[src/rtl/dma_bus_arbiter_pkg.sv]
// Shared types for the DMA bus arbiter: FSM state encoding, bus owner select
// and the default transfer length.
package dma_arb_pkg;

    typedef enum logic [2:0] {
        ST_IDLE  = 3'd0,
        ST_HALT  = 3'd1,
        ST_ALIGN = 3'd2,
        ST_READ  = 3'd3,
        ST_WRITE = 3'd4,
        ST_DONE  = 3'd5
    } dma_state_e;

    typedef enum logic [1:0] {
        OWN_CPU    = 2'd0,
        OWN_DMA_RD = 2'd1,
        OWN_DMA_WR = 2'd2,
        OWN_NONE   = 2'd3
    } bus_owner_e;

    localparam int DMA_XFER_LEN_DEFAULT = 256;

endpackage

[src/rtl/dma_bus_arbiter_if.sv]
// CPU, DMA-control and memory bus signals of the DMA bus arbiter.
// The arbiter side uses modport slave; the CPU/memory/test side uses master.
interface dma_bus_arbiter_if #(
    parameter int ADDR_W = 16,
    parameter int DATA_W = 8
) ();
    // Handshake: dma_start is a one-cycle request, accepted only while
    // dma_busy=0 and dropped otherwise. cpu_rdy=0 stalls CPU read cycles;
    // CPU write cycles always complete. dma_done pulses once per finished copy.
    logic [ADDR_W-1:0] cpu_addr;
    logic [DATA_W-1:0] cpu_wdata;
    logic              cpu_we;
    logic [DATA_W-1:0] cpu_rdata;
    logic              cpu_rdy;
    logic              dma_start;
    logic [7:0]        dma_page;
    logic [ADDR_W-1:0] dma_dst;
    logic              dma_busy;
    logic              dma_done;
    logic [ADDR_W-1:0] mem_addr;
    logic [DATA_W-1:0] mem_wdata;
    logic              mem_we;
    logic [DATA_W-1:0] mem_rdata;

    modport slave (
        input  cpu_addr, cpu_wdata, cpu_we, dma_start, dma_page, dma_dst, mem_rdata,
        output cpu_rdata, cpu_rdy, dma_busy, dma_done, mem_addr, mem_wdata, mem_we
    );

    modport master (
        output cpu_addr, cpu_wdata, cpu_we, dma_start, dma_page, dma_dst, mem_rdata,
        input  cpu_rdata, cpu_rdy, dma_busy, dma_done, mem_addr, mem_wdata, mem_we
    );
endinterface

[src/rtl/dma_bus_mux.sv]
// Memory-side bus selection between the CPU and the DMA read/write phases.
module dma_bus_mux
    import dma_arb_pkg::*;
#(
    parameter int ADDR_W = 16,
    parameter int DATA_W = 8
) (
    input  bus_owner_e        owner_i,
    input  logic [ADDR_W-1:0] cpu_addr_i,
    input  logic [DATA_W-1:0] cpu_wdata_i,
    input  logic              cpu_we_i,
    input  logic [ADDR_W-1:0] rd_addr_i,
    input  logic [ADDR_W-1:0] wr_addr_i,
    input  logic [ADDR_W-1:0] hold_addr_i,
    input  logic [DATA_W-1:0] buf_i,
    output logic [ADDR_W-1:0] mem_addr_o,
    output logic [DATA_W-1:0] mem_wdata_o,
    output logic              mem_we_o
);

    always_comb begin
        mem_addr_o  = cpu_addr_i;
        mem_wdata_o = cpu_wdata_i;
        mem_we_o    = cpu_we_i;
        case (owner_i)
            OWN_CPU: begin
                mem_addr_o  = cpu_addr_i;
                mem_wdata_o = cpu_wdata_i;
                mem_we_o    = cpu_we_i;
            end
            OWN_DMA_RD: begin
                mem_addr_o  = rd_addr_i;
                mem_wdata_o = buf_i;
                mem_we_o    = 1'b0;
            end
            OWN_DMA_WR: begin
                mem_addr_o  = wr_addr_i;
                mem_wdata_o = buf_i;
                mem_we_o    = 1'b1;
            end
            default: begin
                // Dead cycles keep the last DMA address parked on the bus.
                mem_addr_o  = hold_addr_i;
                mem_wdata_o = buf_i;
                mem_we_o    = 1'b0;
            end
        endcase
    end

endmodule

[src/rtl/dma_bus_arbiter.sv]
// Page-copy DMA sharing the 6502 bus: halts the CPU via RDY, copies XFER_LEN
// bytes from a page to one register. Macro DMA_ALIGN_EN adds READ-parity alignment.
module dma_bus_arbiter
    import dma_arb_pkg::*;
#(
    parameter int ADDR_W   = 16,
    parameter int DATA_W   = 8,
    parameter int XFER_LEN = DMA_XFER_LEN_DEFAULT
) (
    input  logic                     clk,
    input  logic                     reset,
    dma_bus_arbiter_if.slave         bus,
    output dma_state_e               dbg_state_o
);

    localparam logic [7:0] LAST_IDX = 8'(XFER_LEN - 1);

    dma_state_e        state_q, state_d;
    logic [7:0]        page_q, page_d;
    logic [ADDR_W-1:0] dst_q, dst_d;
    logic [7:0]        idx_q, idx_d;
    logic [DATA_W-1:0] buf_q, buf_d;
    logic              cpu_rdy_q;

    bus_owner_e        owner;
    logic [ADDR_W-1:0] rd_addr;
    logic [ADDR_W-1:0] hold_addr;
    logic              busy;
    logic              done;

`ifdef DMA_ALIGN_EN
    logic parity_q;

    always_ff @(posedge clk or negedge reset) begin
        if (!reset) parity_q <= 1'b0;
        else        parity_q <= ~parity_q;
    end
`endif

    always_ff @(posedge clk or negedge reset) begin
        if (!reset) state_q <= ST_IDLE;
        else        state_q <= state_d;
    end

    always_comb begin
        state_d = state_q;
        case (state_q)
            ST_IDLE:  if (bus.dma_start) state_d = ST_HALT;
            ST_HALT: begin
                // A 6502 write cycle cannot be stalled, so wait for a read.
                if (!bus.cpu_we) begin
`ifdef DMA_ALIGN_EN
                    state_d = parity_q ? ST_READ : ST_ALIGN;
`else
                    state_d = ST_READ;
`endif
                end
            end
            ST_ALIGN: state_d = ST_READ;
            ST_READ:  state_d = ST_WRITE;
            ST_WRITE: state_d = (idx_q == LAST_IDX) ? ST_DONE : ST_READ;
            ST_DONE:  state_d = ST_IDLE;
            default:  state_d = ST_IDLE;
        endcase
    end

    always_comb begin
        owner     = OWN_NONE;
        busy      = (state_q != ST_IDLE);
        done      = (state_q == ST_DONE);
        hold_addr = (state_q == ST_DONE) ? dst_q : rd_addr;
        case (state_q)
            ST_IDLE, ST_HALT: owner = OWN_CPU;
            ST_READ:          owner = OWN_DMA_RD;
            ST_WRITE:         owner = OWN_DMA_WR;
            default:          owner = OWN_NONE;
        endcase
    end

    // Page byte and index are concatenated, so the source never carries
    // out of its page.
    assign rd_addr = ADDR_W'({page_q, idx_q});

    always_comb begin
        page_d = page_q;
        dst_d  = dst_q;
        idx_d  = idx_q;
        buf_d  = buf_q;
        case (state_q)
            ST_IDLE: begin
                if (bus.dma_start) begin
                    page_d = bus.dma_page;
                    dst_d  = bus.dma_dst;
                    idx_d  = 8'd0;
                end
            end
            ST_READ:  buf_d = bus.mem_rdata;
            ST_WRITE: idx_d = idx_q + 8'd1;
            default: ;
        endcase
    end

    always_ff @(posedge clk or negedge reset) begin
        if (!reset) begin
            page_q    <= 8'd0;
            dst_q     <= '0;
            idx_q     <= 8'd0;
            buf_q     <= '0;
            cpu_rdy_q <= 1'b1;
        end else begin
            page_q    <= page_d;
            dst_q     <= dst_d;
            idx_q     <= idx_d;
            buf_q     <= buf_d;
            cpu_rdy_q <= (state_d == ST_IDLE);
        end
    end

    dma_bus_mux #(
        .ADDR_W (ADDR_W),
        .DATA_W (DATA_W)
    ) u_mux (
        .owner_i     (owner),
        .cpu_addr_i  (bus.cpu_addr),
        .cpu_wdata_i (bus.cpu_wdata),
        .cpu_we_i    (bus.cpu_we),
        .rd_addr_i   (rd_addr),
        .wr_addr_i   (dst_q),
        .hold_addr_i (hold_addr),
        .buf_i       (buf_q),
        .mem_addr_o  (bus.mem_addr),
        .mem_wdata_o (bus.mem_wdata),
        .mem_we_o    (bus.mem_we)
    );

    assign bus.cpu_rdata = bus.mem_rdata;
    assign bus.cpu_rdy   = cpu_rdy_q;
    assign bus.dma_busy  = busy;
    assign bus.dma_done  = done;
    assign dbg_state_o   = state_q;

endmodule

[src/flat_wrapper.sv]
// flat-port wrapper written by rule: the top's interface ports become plain ports
module dma_bus_arbiter_flat import dma_arb_pkg::*;
#(
    parameter int ADDR_W   = 16,
    parameter int DATA_W   = 8,
    parameter int XFER_LEN = DMA_XFER_LEN_DEFAULT
)
  (clk, reset, dbg_state_o, bus_cpu_addr, bus_cpu_wdata, bus_cpu_we, bus_dma_start, bus_dma_page, bus_dma_dst, bus_mem_rdata, bus_cpu_rdata, bus_cpu_rdy, bus_dma_busy, bus_dma_done, bus_mem_addr, bus_mem_wdata, bus_mem_we);
  dma_bus_arbiter_if #(.ADDR_W(ADDR_W), .DATA_W(DATA_W)) bus_i ();
  input  logic clk;
  input  logic reset;
  output dma_state_e dbg_state_o;
  input wire logic [$bits(bus_i.cpu_addr)-1:0] bus_cpu_addr;
  input wire logic [$bits(bus_i.cpu_wdata)-1:0] bus_cpu_wdata;
  input wire logic [$bits(bus_i.cpu_we)-1:0] bus_cpu_we;
  input wire logic [$bits(bus_i.dma_start)-1:0] bus_dma_start;
  input wire logic [$bits(bus_i.dma_page)-1:0] bus_dma_page;
  input wire logic [$bits(bus_i.dma_dst)-1:0] bus_dma_dst;
  input wire logic [$bits(bus_i.mem_rdata)-1:0] bus_mem_rdata;
  output wire logic [$bits(bus_i.cpu_rdata)-1:0] bus_cpu_rdata;
  output wire logic [$bits(bus_i.cpu_rdy)-1:0] bus_cpu_rdy;
  output wire logic [$bits(bus_i.dma_busy)-1:0] bus_dma_busy;
  output wire logic [$bits(bus_i.dma_done)-1:0] bus_dma_done;
  output wire logic [$bits(bus_i.mem_addr)-1:0] bus_mem_addr;
  output wire logic [$bits(bus_i.mem_wdata)-1:0] bus_mem_wdata;
  output wire logic [$bits(bus_i.mem_we)-1:0] bus_mem_we;
  assign bus_i.cpu_addr = bus_cpu_addr;
  assign bus_i.cpu_wdata = bus_cpu_wdata;
  assign bus_i.cpu_we = bus_cpu_we;
  assign bus_i.dma_start = bus_dma_start;
  assign bus_i.dma_page = bus_dma_page;
  assign bus_i.dma_dst = bus_dma_dst;
  assign bus_i.mem_rdata = bus_mem_rdata;
  assign bus_cpu_rdata = bus_i.cpu_rdata;
  assign bus_cpu_rdy = bus_i.cpu_rdy;
  assign bus_dma_busy = bus_i.dma_busy;
  assign bus_dma_done = bus_i.dma_done;
  assign bus_mem_addr = bus_i.mem_addr;
  assign bus_mem_wdata = bus_i.mem_wdata;
  assign bus_mem_we = bus_i.mem_we;
  dma_bus_arbiter #(.ADDR_W(ADDR_W), .DATA_W(DATA_W), .XFER_LEN(XFER_LEN)) u_core (.clk(clk), .reset(reset), .bus(bus_i), .dbg_state_o(dbg_state_o));
endmodule
[config.mk]
export PLATFORM = sky130hd
export DESIGN_NAME = dma_bus_arbiter_flat
export DESIGN_NICKNAME = d
export VERILOG_FILES = /design/src/rtl/dma_bus_arbiter_pkg.sv /design/src/rtl/dma_bus_arbiter_if.sv /design/src/rtl/dma_bus_mux.sv /design/src/rtl/dma_bus_arbiter.sv /design/src/flat_wrapper.sv
export SDC_FILE = /design/constraint.sdc
export NUM_CORES = 1
export LEC_CHECK = 0
export ABC_CLOCK_PERIOD_IN_PS = 5000
export BUFFER_PORTS_ARGS = -buffer_cell sky130_fd_sc_hd__buf_2
export CORE_ASPECT_RATIO = 2
export CORE_MARGIN = 1.5
export CORE_UTILIZATION = 52
export DETAILED_ROUTE_END_ITERATION = 10
export PLACE_DENSITY = 0.94
export RECOVER_POWER = 50
export SLEW_MARGIN = 20
export SYNTH_ARGS = -nofsm -noshare
export SYNTH_HDL_FRONTEND = slang
export SYNTH_SLANG_ARGS = --single-unit
[constraint.sdc]
create_clock -name clk -period 5 [get_ports clk]
set_clock_uncertainty 0.15 [all_clocks]
set_input_delay 0.25 -clock clk [delete_from_list [all_inputs] [get_ports clk]]
set_output_delay 0.25 -clock clk [all_outputs]
set_load 0.03 [all_outputs]
==> results_dict.tcl <==
set metrics [dict create \
    vias_per_cell 5.47 \
    yosysTopAreaCell "dfrtp_1" \
    routed_wl_um 5520 \
    io_pins 99 \
    timing.final.ws_setup_ps 1810 \
    syn_area_mm2 0.00239 \
    violations "max-capacitance violations, max-slew violations" \
    cp.required_ps 4600 \
    fillers 350 \
    whs_ps 16.5 \
    worst_setup_path_end_kind "output port" \
    worst-setup-path-type "reg2out" \
    syn2layout_area_growth_pct 22.1 \
    syn_avg_cell_area_um2 11.4 \
    hp-class "in2reg" \
    io_buffer_count 98 \
    cts_buffer_depth 2 \
    worst_slew_pin_slew_ps 2310 \
    fp.coreArea_mm2 0.00438 \
    slew_headroom_pct -53.8 \
    hold_path_startpoint "bus_dma_page[1]" \
    synth_area_leaders "dfrtp_1 (45%), mux2_2 (10%), mux2i_1 (8.0%)" \
    final_hold_viol_count 0 \
    drv_slew 76 \
    preCtsSetupSlack_ps 2750 \
    synth_cell_types 35 \
    cts-root-buf "clkbuf_8" \
    r2r-start "u_core.dbg_state_o[2]" \
    numCtsBuffers 5 \
    synthCells 209 \
    syn_nets 270 \
    drive_above_1_share_pct 43.8 \
    rows 34 \
    mostFrequentLayoutCells "buf_2 (85), dfrtp_1 (43), o21ai_0 (25)" \
    startpoint "u_core.dbg_state_o[2]" \
    reg2reg_slack_ps 1880 \
    grt_max_degree 45 \
    htreeDepth 2 \
    cts_tree "yes" \
    grt_usage_pct 23.5 \
    nets 358 \
    routedWlPerCell_um 15.7 \
    diodes 0 \
    ant_nets 0 \
    setup_viol 0 \
    initial_core_util_pct 54.5 \
    grt_overflow 0 \
    leakagePower_uw 0.00134 \
    crit_path_start_kind "flop" \
    cts_setup_buffers 0 \
    post-dp-hpwl_um 4220 \
    fin_crit_sh_pct 63.8 \
    cp.arrival_ps 2790 \
    period_minus_slack_ps 3190 \
    setup_tns_ps 0 \
    ys_seq_area_share_pct 46.1 \
    insertion_delay_ps 290 \
    cap_violations 2 \
    status "complete, but fails checks" \
    place_congestion 0.856 \
    drcViolationCount 0 \
    vdd_drop_max_v 0.000441 \
    ys_warn_count 0 \
    cts.sinks 44 \
    drt_iter0_markers 47 \
    rsz0062_at_grt "false" \
    grt_first_pass_wirelength_um 8910 \
    timing.fmax_mhz 313 \
    ys_ff_latch 44 \
    first_pass_iters 4 \
    clk_pin_slew_ps 80 \
    grt_pass1_vias 1997 \
    final_common_cell "buf_2" \
    antenna_found_initial 0 \
    critPathMaxFanout 30 \
    dieWidth_um 50.9 \
    die_h_um 98.9 \
    fin_util_pct 66.6 \
    p_per_area_mw_per_mm2 635 \
    synth.top_cell.area_share_pct 45.0 \
    die_area_mm2 0.00504 \
    vias 1920 \
]
-- cell families after synthesis --
group	share of synthesized area, %
flops	46.1
buf+inv	6.23
mux	28.4
compound gates	9.22
simple gates	9.53
fa+ha+maj	0.523
-- metal layers --
metal | vias up | global-route usage (%) | share of wire, %
met5 | - | 0 | 0
met4 | 0 | 9.77 | 2.0
met3 | 10 | 5.30 | 4.8
met2 | 64 | 43.0 | 58
met1 | 934 | 24.6 | 35
li1 | 912 | - | -
-- final cells by class --
type                    instances  area (µm²)  area share (%)
well taps                      54        67.6            2.31
inverters                       3        11.3           0.386
clock buffers                   7        96.3            3.30
repair buffers                102         503            17.2
multi-input cells             141        1140            39.0
flip-flops and latches         44        1100            37.8
-- where the power goes --
| group | internal (µW) | switching (µW) |
|---|---|---|
| logic | 404 | 584 |
| clock network | 123 | 113 |
| registers | 513 | 118 |
| total | 1040 | 814 |
-- path summary, 6_finish.rpt --
kind                                     to  depth (start not counted)
max                        bus_mem_wdata[2]                          4
max reg2reg                 u_core.idx_q[7]                          4
min                        u_core.page_q[1]                          2
min in group asynchronous   u_core.buf_q[5]                          2
max in group asynchronous   u_core.dst_q[9]                          2
min reg2reg                u_core.page_q[2]                          1
-- metrics by stage --
stage,power (µW),area (µm²),cells
after floorplan,1380,2390,209
after global placement,1580,2830,343
after detailed placement,1630,2830,343
after CTS,1860,2940,351
after global routing,1960,2920,351
final,1850,2920,351
-- what timing repair did --
| item | in CTS | in global routing |
|---|---|---|
| endpoints found under the hold margin | 43 | 0 |
| hold buffers | 1 | 0 |
| resized for setup | 0 | 0 |
-- worst max-delay path, stage by stage, from the launching register on --
cell and delay [ps]:
dfrtp_1 330, clkbuf_1 1300, nor2_2 290, mux2_2 390, buf_2 180
-- sequential cells by signal, summed over array words and instances (netlist names) --
name and flops:
u_core.buf_q 8, u_core.dbg_state_o 3, u_core.dst_q 16, u_core.idx_q 8, u_core.bus.cpu_rdy 1, u_core.page_q 8
-- cells in the mapped netlist, drive strengths merged --
cell	number
a2111oi	1
nand3b	1
a21oi	4
nand2	21
or3	1
a41oi	1
buf	16
o21ai	25
mux2i	19
dfstp	1
and3	1
a2111o	1
ha	1
nor3	1
inv	3
nand2b	2
nand3	3
clkbuf	5
o211a	1
nand4	3
and4	1
o2bb2ai	1
a31oi	3
nor3b	2
dfrtp	43
nor4b	1
a22o	1
nor2	6
mux2	40
Note: power is estimated with default switching activity, not from simulation.
